==> src/rtl/vr_mem_pkg.sv <==
// vr_mem_pkg: shared state enum, width defaults, BE_ALL and watchdog width helper for the memory-port arbiter
package vr_mem_pkg;
  typedef enum logic [1:0] {IDLE, BUSY_IF, BUSY_LS} state_t;
  localparam int DEF_ADDR_W = 32;
  localparam int DEF_DATA_W = 32;
  localparam int DEF_TIMEOUT = 64;
  localparam logic [3:0] BE_ALL = 4'hF;
  localparam int WD_W = $clog2(DEF_TIMEOUT);
  function automatic int wd_w(input int t);
    return $clog2(t);
  endfunction
endpackage

==> src/rtl/vr_mem_arb.sv <==
// vr_mem_arb: one-outstanding arbiter of IF/LS onto one memory port (LS priority, IF starvation bound, watchdog abort); ports CLK/RST_N, IF_*, LS_*, MEM_*
module vr_mem_arb import vr_mem_pkg::*; #(
  parameter int ADDR_W = DEF_ADDR_W,
  parameter int DATA_W = DEF_DATA_W,
  parameter int LS_MAX = 4,
  parameter int TIMEOUT = DEF_TIMEOUT
) (
  input  logic              CLK,
  input  logic              RST_N,
  input  logic              IF_REQ,
  input  logic [ADDR_W-1:0] IF_ADDR,
  output logic              IF_ACK,
  output logic [DATA_W-1:0] IF_RDATA,
  output logic              IF_ERR,
  input  logic              LS_REQ,
  input  logic              LS_WE,
  input  logic [ADDR_W-1:0] LS_ADDR,
  input  logic [DATA_W-1:0] LS_WDATA,
  input  logic [3:0]        LS_BE,
  output logic              LS_ACK,
  output logic [DATA_W-1:0] LS_RDATA,
  output logic              LS_ERR,
  output logic              MEM_REQ,
  output logic              MEM_WE,
  output logic [ADDR_W-1:0] MEM_ADDR,
  output logic [DATA_W-1:0] MEM_WDATA,
  output logic [3:0]        MEM_BE,
  input  logic              MEM_ACK,
  input  logic [DATA_W-1:0] MEM_RDATA
);
  localparam int WW = wd_w(TIMEOUT);
  state_t state;
  logic [3:0] starve_cnt;
  logic [WW-1:0] wd;
  logic busy, to, done, gnt_ls, gnt_if;
  always_comb begin
    busy = state != IDLE;
    to = busy && wd == WW'(TIMEOUT - 1) && !MEM_ACK;
    done = busy && (MEM_ACK || to);
    gnt_ls = state == IDLE && LS_REQ && (!IF_REQ || starve_cnt < 4'(LS_MAX));
    gnt_if = state == IDLE && IF_REQ && !gnt_ls;
    IF_ACK = state == BUSY_IF && done;
    IF_ERR = IF_ACK && to;
    IF_RDATA = IF_ACK && !to ? MEM_RDATA : '0;
    LS_ACK = state == BUSY_LS && done;
    LS_ERR = LS_ACK && to;
    LS_RDATA = LS_ACK && !to ? MEM_RDATA : '0;
  end
  always_ff @(posedge CLK or negedge RST_N)
    if (!RST_N) begin
      state <= IDLE;
      MEM_REQ <= 1'b0;
      MEM_WE <= 1'b0;
      MEM_ADDR <= '0;
      MEM_WDATA <= '0;
      MEM_BE <= '0;
    end else if (gnt_ls) begin
      state <= BUSY_LS;
      MEM_REQ <= 1'b1;
      MEM_WE <= LS_WE;
      MEM_ADDR <= LS_ADDR;
      MEM_WDATA <= LS_WDATA;
      MEM_BE <= LS_BE;
    end else if (gnt_if) begin
      state <= BUSY_IF;
      MEM_REQ <= 1'b1;
      MEM_WE <= 1'b0;
      MEM_ADDR <= IF_ADDR;
      MEM_WDATA <= '0;
      MEM_BE <= BE_ALL;
    end else if (done) begin
      state <= IDLE;
      MEM_REQ <= 1'b0;
    end
  always_ff @(posedge CLK or negedge RST_N)
    if (!RST_N) starve_cnt <= '0;
    else if (gnt_ls) starve_cnt <= IF_REQ ? starve_cnt + 4'd1 : 4'd0;
    else if (gnt_if) starve_cnt <= '0;
  always_ff @(posedge CLK or negedge RST_N)
    if (!RST_N) wd <= '0;
    else if (gnt_ls || gnt_if) wd <= '0;
    else if (busy && !MEM_ACK) wd <= wd + WW'(1);
endmodule

==> config.mk <==
export PLATFORM = sky130hd
export DESIGN_NAME = vr_mem_arb
export DESIGN_NICKNAME = d
export VERILOG_FILES = /design/src/rtl/vr_mem_pkg.sv /design/src/rtl/vr_mem_arb.sv
export SDC_FILE = /design/constraint.sdc
export NUM_CORES = 1
export LEC_CHECK = 0
export CAP_MARGIN = 20
export CORE_ASPECT_RATIO = 0.6
export CORE_MARGIN = 1
export CORE_UTILIZATION = 30
export CTS_CLUSTER_SIZE = 25
export DETAILED_ROUTE_END_ITERATION = 8
export PLACE_DENSITY = 0.69
export SLEW_MARGIN = 20
export SYNTH_ARGS = -nofsm -noshare
export SYNTH_HDL_FRONTEND = slang
export SYNTH_SLANG_ARGS = --single-unit
export TNS_END_PERCENT = 10
==> constraint.sdc <==
create_clock -name CLK -period 2.3 [get_ports CLK]
set_input_delay 0.345 -clock CLK [delete_from_list [all_inputs] [get_ports CLK]]
set_output_delay 0.345 -clock CLK [all_outputs]
set_load 0.05 [all_outputs]
Word level (Yosys, flattened, before mapping)
Index checks and enable logic that the tools add are counted.
Operators by class
  $add $sub $neg: 2
  magnitude comparators: 1
  equal/unequal tests: 3
  mux-type cells: 21
  reductions and logical operators: 26
Operator list (count)
  $mux 32: 6
  $mux 4: 5
  $logic_and 1x1->1: 14
  $mux 6: 2
  $add 6x1->6 const B: 1
  $eq 6x6->1 const B: 1
  $mux 2: 3
  $reduce_bool 2->1: 3
  $mux 1: 5
  $add 4x1->4 const B: 1
  $logic_not 1->1: 4
  $lt 4x3->1 const B: 1
  $logic_or 1x1->1: 3
  $reduce_bool 3->1: 1
  $eq 2x1->1 const B: 1
  $eq 2x2->1 const B: 1
  $logic_not 2->1: 1
Storage, ports and cells
  flip-flop bits (word level): 82
  input port bits: 138
  output and inout bits: 138
  logic and storage cells: 61

Depth between registers and ports, before layout
  word-level depth: 8
  gate-level depth with buffers: 6
  mapped depth without buffers: 4

Least setup slack after synthesis
Ideal clock, no wire load.
  kind: register -> output
  start: register state[0]
  end: output IF_ERR
  arrival time: 1713 ps
  data required time: 1955 ps
  setup slack: 242 ps
  stages on the path, launching flop included: 7
  path buffers: 3
  cell sequence: dfrtp_1 buf_2 or2_1 buf_2 buf_2 nand4b_1 nor2_1
On the way
  cells in the longest elaborated chain, start to end: 7
  elaborated cells between the ends (all ways): 8
  classes of those cells: 1 x eq/ne; 7 x reduce/logical
Ends and longest elaborated chain
  start: declaration: line vr_mem_arb.sv:32  | state_t state;
  start signal: assignment: line vr_mem_arb.sv:51  | state <= IDLE;
  start signal: assignment: line vr_mem_arb.sv:58  | state <= BUSY_LS;
  start signal: assignment: line vr_mem_arb.sv:65  | state <= BUSY_IF;
  $reduce_bool 2->1: line vr_mem_arb.sv:37  | busy = state != IDLE;
  $logic_and 1x1->1 (2 in series): line vr_mem_arb.sv:38  | to = busy && wd == WW'(TIMEOUT - 1) && !MEM_ACK;
  $logic_or 1x1->1: line vr_mem_arb.sv:39  | done = busy && (MEM_ACK || to);
  $logic_and 1x1->1: line vr_mem_arb.sv:39
  $logic_and 1x1->1: line vr_mem_arb.sv:42  | IF_ACK = state == BUSY_IF && done;
  $logic_and 1x1->1 (*): line vr_mem_arb.sv:43  | IF_ERR = IF_ACK && to;
  end: declaration: line vr_mem_arb.sv:14  | output logic IF_ERR,
Mark *: on every way between the ends. The rest lies on a longest branch, timed or not.

Worst setup path in the final report
  start: register state[0]
  end: output LS_RDATA[4]
On the way
  cells in the longest elaborated chain, start to end: 8
  elaborated cells between the ends (all ways): 10
  classes of those cells: 1 x eq/ne; 1 x mux; 8 x reduce/logical
Ends and longest elaborated chain
  $reduce_bool 2->1: line vr_mem_arb.sv:37
  $logic_and 1x1->1 (2 in series): line vr_mem_arb.sv:38
  $logic_or 1x1->1: line vr_mem_arb.sv:39
  $logic_and 1x1->1: line vr_mem_arb.sv:39
  $logic_and 1x1->1: line vr_mem_arb.sv:45  | LS_ACK = state == BUSY_LS && done;
  $logic_and 1x1->1 (*): line vr_mem_arb.sv:47  | LS_RDATA = LS_ACK && !to ? MEM_RDATA : '0;
  $mux 32 (*): line vr_mem_arb.sv:47
  end: declaration: line vr_mem_arb.sv:21  | output logic [DATA_W-1:0] LS_RDATA,
Marked as above.

==> results.cfg <==
[die]
die_area_um2 = 14300
num_io_pins = 276
start_util_pct = 31.5
die_h_um = 92.9
core-area_um2 = 13100
core.rowCount = 32
floorplan.die.width_um = 153

[routing]
vias_per_cell = 5.10
wl_mm = 15.5
drcViolationCount = 0
ant_nets = 0
dr_total_vias = 4281
dr.pass1.iters = 4
wire_per_inst_um = 18.4
first_iter_violations = 204

[synth]
syn_nets = 546
synth_top_cell_by_area = dfrtp_1
synth_cells = 406
ys_ff_latch = 82
yosys.cell_types.count = 37
synth_edf_count = 0
synth_area_um2 = 4130
synth_warnings = 0
ys_seq_area_share_pct = 49.7
ys_dominant_reg_cell = dfrtp_1
syn_area_per_cell_um2 = 10.2
ys_async_sr_fraction_pct = 100
synth_top_cell_area_share_pct = 49.7
synth.area.top_cells = dfrtp_1 50%, and2_1 9.8%, a22o_1 7.0%, o2111ai_1 6.8%, o211ai_1 5.8%

[clocking]
cts_root_buf = clkbuf_16
clkSinkCount = 82
cts_tree = built
ctsResizeCount = 0
clkSlewWorstSetupHoldPaths_ps = 60
cts_buffers = 9
clk_path_buf_depth = 2
holdBufCountCts = 0
cts_max_level = 3
clk_latency_ps = 320
postCtsSetupBuffers = 0

[timing]
rsz0062_at_grt = false
hold_ws_ps = -17.4
period_share_pct = 93.2
fmax_ghz = 0.466
clock_skew_ps = 5.31
slew_headroom_pct = 52.8
setup_viol = 0
period_needed_ps = 2140
worst_pin_slew_ps = 708
finalSetupTns_ps = 0
hold_violations = 5
slew_violations = 0

[power]
peakVddDrop_mv = 0.663
power_density_nw_per_um2 = 1100
total_power_uw = 8750
p_leak_uw = 0.00335

[placed_design]
place_area_um2 = 7680
io_buffers = 275
place_inst = 825
hpwl_mm = 11.7
gp_congestion = 0.853

[final_layout]
layout_commonest_cell = clkdlybuf4s50_1
diodes = 0
final_cells = 840
nets = 806
final_cell_mix = 206 x clkdlybuf4s50_1, 82 x dfrtp_1, 68 x buf_12, 65 x and2_1, 35 x inv_1
synthToLayoutAreaGrowth_pct = 93.4
fin_area_um2 = 7990
final_layout_size_suffix_gt1_share_pct = 15.7

[worst_setup_path]
r2r-end = MEM_ADDR[13]$_DFFE_PN0N_
cp_slowest_cell = dfrtp_1
cp_cell_sequence = nand2b_1 > nor2_1 > buf_4 > and2_1 > buf_12
reg2regPathDepth = 3
timing.rr.start = starve_cnt[2]$_DFFE_PN0N_
critical_path_peak_fanout = 32
worst_ep_required_time_ps = 1960
critPathLaunchType = flop
endpoint_kind = output pin
crit_type = reg -> out
crit_path_max_incr_delay_ps = 460
cp_data_arrival_time_ps = 1800
worst-r2r-setup-slack_ps = 690

[hold_path]
hp-class = in -> async

[grt]
antenna_found_initial = 0
grt_pass1_vias = 4274
grt_max_degree = 45
track_usage_pct = 21.9
grt-ovfl-total = 0
grt_pass1_wl_mm = 24.3

[job]
cap_violations = 0

[run_status]
status = finished, violations left
violations = hold timing
==> logic make-up (layout without fill, tap and decap cells) <==
logic type / count (synthesis) / count (layout) / synth area share, %
muxes: 2 / 2 / 0.485
DFF: 82 / 82 / 49.7
xor gates and xnor gates: 2 / 2 / 0.424
adders and majority gates: 2 / 2 / 0.606
buffers and inverters: 74 / 338 / 7.66
AOI/OAI and AO/OA: 152 / 152 / 27.5
and+or+nand+nor: 92 / 92 / 13.6
==> cells in the mapped netlist, drive strengths merged, types with 2 or more instances <==
cell and n:
or3 3, inv 36, nor2 11, o211ai 32, clkbuf 24, and3 2
dfrtp 82, o21ai 39, nand3 3, ha 2, a22o 33, nand2b 2
and2 65, mux2i 2, or2 2, a32o 2, nand2 2, o22a 5
xor2 2, a21oi 3, buf 14, a21o 2, o2111ai 32
==> worst max-delay path: cells and delay by family, from the launching register on <==
kind,cells,cell delay [ps]
buffers and inverters,2,430
and+or+nand+nor,3,570
DFF,1,460
==> final cells by class <==
type / instances / area (um^2)
flip-flops and latches: 82 / 2050
inverters: 36 / 135
fillers: 1076 / 5150
clock buffers: 10 / 239
well taps: 170 / 213
multi-input cells: 250 / 1770
clock inverters: 5 / 55.1
repair buffers: 287 / 3520
==> flip-flops by register name, summed over array words and instances, names as in the netlist <==
name        cells
state           2
MEM_WE          1
wd              6
MEM_BE          4
MEM_WDATA      32
MEM_ADDR       32
MEM_REQ         1
starve_cnt      4
==> worst max path at each step <==
stage	start	slack [ps]	cells after the start	end
finish	state[0]$_DFFE_PN0P_	160	5	LS_RDATA[4]
global route	state[0]$_DFFE_PN0P_	30	5	LS_RDATA[4]
global placement	IF_REQ	220	5	MEM_ADDR[17]$_DFFE_PN0N_
CTS	state[1]$_DFFE_PN0P_	120	5	IF_RDATA[0]
floorplan	state[0]$_DFFE_PN0P_	240	6	IF_ERR
detailed placement	IF_REQ	150	5	MEM_ADDR[20]$_DFFE_PN0N_
==> where the power goes <==
| part | internal (uW) | leakage, uW | switching [uW] | total (uW) |
|---|---|---|---|---|
| sequential | 1980 | 0.00103 | 341 | 2320 |
| clock | 860 | 0.000140 | 548 | 1410 |
| combinational | 1840 | 0.00217 | 3180 | 5020 |
| total | 4680 | 0.00335 | 4070 | 8750 |
==> stage by stage <==
| step | utilization [%] | worst slack [ps] |
|---|---|---|
| after detailed placement | 58.5 | 151 |
| after global placement | 58.5 | 222 |
| after global routing | 60.8 | 27.6 |
| final | 60.8 | 156 |
| after floorplan | - | 242 |
| after CTS | 60.7 | 122 |
==> routing by layer <==
| layer | vias up | GRT usage (%) | share of wire, % |
|---|---|---|---|
| met5 | - | 0 | 0 |
| met1 | 2095 | 30.3 | 45 |
| met3 | 9 | 6.50 | 7.4 |
| met4 | 0 | 3.75 | 0.57 |
| li1 | 1994 | - | - |
| met2 | 183 | 34.2 | 47 |
(Power assumes the default switching activity.)
==> patch, RTL diff (config.mk and constraints unchanged) <==
Encoding of `state_t`: now one-hot (3 bits for 3 states).
--- a/src/rtl/vr_mem_pkg.sv
+++ b/src/rtl/vr_mem_pkg.sv
@@ -2,3 +2,3 @@
 package vr_mem_pkg;
-  typedef enum logic [1:0] {IDLE, BUSY_IF, BUSY_LS} state_t;
+  typedef enum logic [2:0] {IDLE = 3'b001, BUSY_IF = 3'b010, BUSY_LS = 3'b100} state_t;
   localparam int DEF_ADDR_W = 32;
Check against the original RTL: no difference found for any inputs over 10 cycles, from zero or initial values and one cycle with RST_N low; not proved beyond that.
==> patch against the original RTL <==
  * The flow still finishes with violations (negative hold slack)
  * Worst setup slack worse by 0.079 ns
  * Final area decreased by 1.6%
  * Fmax down 3.5%
  * Sequential cell count up 1
  * Clock skew about the same
  * Combinational power rose by 17%
  * Total power up 10%
  * Area after synthesis fell by 2.3%
  * Clock power is 6% lower
  * Register-to-register slack lost 0.30 ns
  * Via count down 12%
  * Critical path depth unchanged
  * Wire length shrank 13%
  * Critical path type unchanged
  * Critical endpoint is now IF_RDATA[8]
==> patch: results (changes against the original RTL) <==
{| class="wikitable"
! Metric !! Value
|-
| Status || finished with violations
|-
| Violations in the final reports || negative hold slack
|-
| Wirelength, routed || 13.4 mm (-13%)
|-
| Leakage || 3.24 nW (-3.2%)
|-
| Cell Area, Placed || 7570 sq um (-1.4%)
|-
| Highest ir drop seen on vdd || 0.000838 V (+26%)
|-
| Final net count || 740 (-8.2%)
|-
| Peak clock frequency supported by timing || 0.450 GHz (-3.5%)
|-
| Post-Route M1 WL || 5.64 mm (-19%)
|-
| Arrival time reported for the critical path endpoint || 1.88 ns (+0.08 ns)
|-
| Start of the worst register-to-register path || state[0]
|-
| Met2 routed WL || 6.59 mm (-9.7%)
|-
| Registers with the most flip-flops || MEM_ADDR x32, MEM_WDATA x32, wd x6
|-
| Total vias in the final route || 3779 (-12%)
|-
| R2r setup slk || 0.39 ns (-0.30 ns)
|-
| Normalized max-slew margin || 63.0% (+10 points)
|-
| Metal3 WL || 1.12 mm (-1.7%)
|-
| Cell at the slowest stage of the critical path || dfrtp_2
|-
| Average wire length per cell after detail routing || 17.3 um (-6.2%)
|-
| Fraction of layout cells with a size suffix above 1 || 21.8% (+6.1 points)
|-
| Total routing usage reported by global routing || 19.4% (-2.5 points)
|-
| Crit path to || IF_RDATA[8]
|-
| Top cells by area in the synthesized netlist || dfrtp_1 51%, and2_1 10%, a22o_1 7.4%
|-
| CP max stage delay || 0.44 ns (-0.02 ns)
|-
| Number of cells on the worst reg-to-reg path || 3 (unchanged)
|-
| Mean instance size in the synthesized netlist || 12.1 sq um (+19%)
|-
| GPL Wtd Cong || 0.836 (-2.0%)
|-
| Dpl ws || 0.0989 ns (-0.0520 ns)
|-
| Number of design-rule violations left by the first detailed-router iteration || 130 (-36%)
|-
| Post-synth cell types || 40 (+8.1%)
|-
| CTS Buffer Depth || 2 (unchanged)
|-
| Final Hold Violating Endpoints || 4 (-1)
|-
| Tightest hold margin || -0.00859 ns (+0.00877 ns)
|-
| Clock root cell || clkbuf_16
|-
| Diodes inserted || 0 (unchanged)
|-
| Cts bufs inserted || 9 (unchanged)
|-
| HPWL Detailed || 10.4 mm (-11%)
|-
| Part of the Yosys area used for sequential elements || 51.5% (+1.8 points)
|-
| Number of nets in the synthesized netlist || 473 (-13%)
|-
| Top cells by count, synth || 82 x dfrtp_1, 65 x and2_1, 34 x a22o_1, 32 x o21bai_1, 20 x o221a_2
|-
| Source of the critical timing path || state[2]
|-
| Capture instance of the worst register-to-register path || MEM_ADDR[15]
|-
| Maximum number of pins on one net before global-route repair || 44 (-2.2%)
|-
| Global-route wire length before repair || 20.8 mm (-14%)
|-
| DP Cell Count || 759 (-8.0%)
|}
## patch: routing by layer
metal | GRT usage, % | up-vias
met4 | 3.38 | 0
met1 | 24.5 | 1821
met2 | 32.5 | 171
li1 | - | 1780
met3 | 6.37 | 7
met5 | 0 | -
## patch: cell families (layout without fill, tap and decap cells)
| kind of cell | count (synthesis) | after routing | share of synthesized area (%) |
|---|---|---|---|
| multiplexers | 2 | 2 | 0.496 |
| AO/OA/AOI/OAI | 121 | 121 | 26.2 |
| adder cells (fa/ha/maj) | 2 | 2 | 0.620 |
| AND/OR/NAND/NOR | 94 | 94 | 15.7 |
| flip-flops | 83 | 83 | 51.5 |
| buffers and inverters | 31 | 303 | 5.43 |
## patch: how the worst min path moves through the flow
stage                from      endpoint  slack, ns  depth (start not counted)
floorplan           RST_N   MEM_ADDR[0]       0.05                          0
global placement    RST_N   MEM_ADDR[7]       0.37                          1
detailed placement  RST_N   MEM_ADDR[7]       0.38                          1
CTS                 RST_N   MEM_ADDR[7]       0.02                          1
global route        RST_N  MEM_ADDR[21]       0.03                          1
finish              RST_N   MEM_ADDR[7]     -0.009                          1
## patch: final cells by class
class,instances,area (sq um)
repair buffers,285,3530
well taps,170,213
clock inverters,7,51.3
fillers,1062,5110
clock buffers,9,225
flip-flops and latches,83,2080
inverters,2,7.51
multi-input cells,219,1750
## patch: repair_timing
action	CTS	global route
endpoints found under the setup margin	64	18
resized for setup	3	2
buffers inserted	0	0
## patch: report_power, final
part	switching (mW)	internal [mW]
combinational	3.51	2.37
clock	0.580	0.736
sequential	0.385	2.09
## patch: worst register-to-register path: stages, from the launching register on
cell and delay (ns):
dfstp_2 0.56, nor3b_4 0.38, nand3_4 0.41, o221a_2 0.44
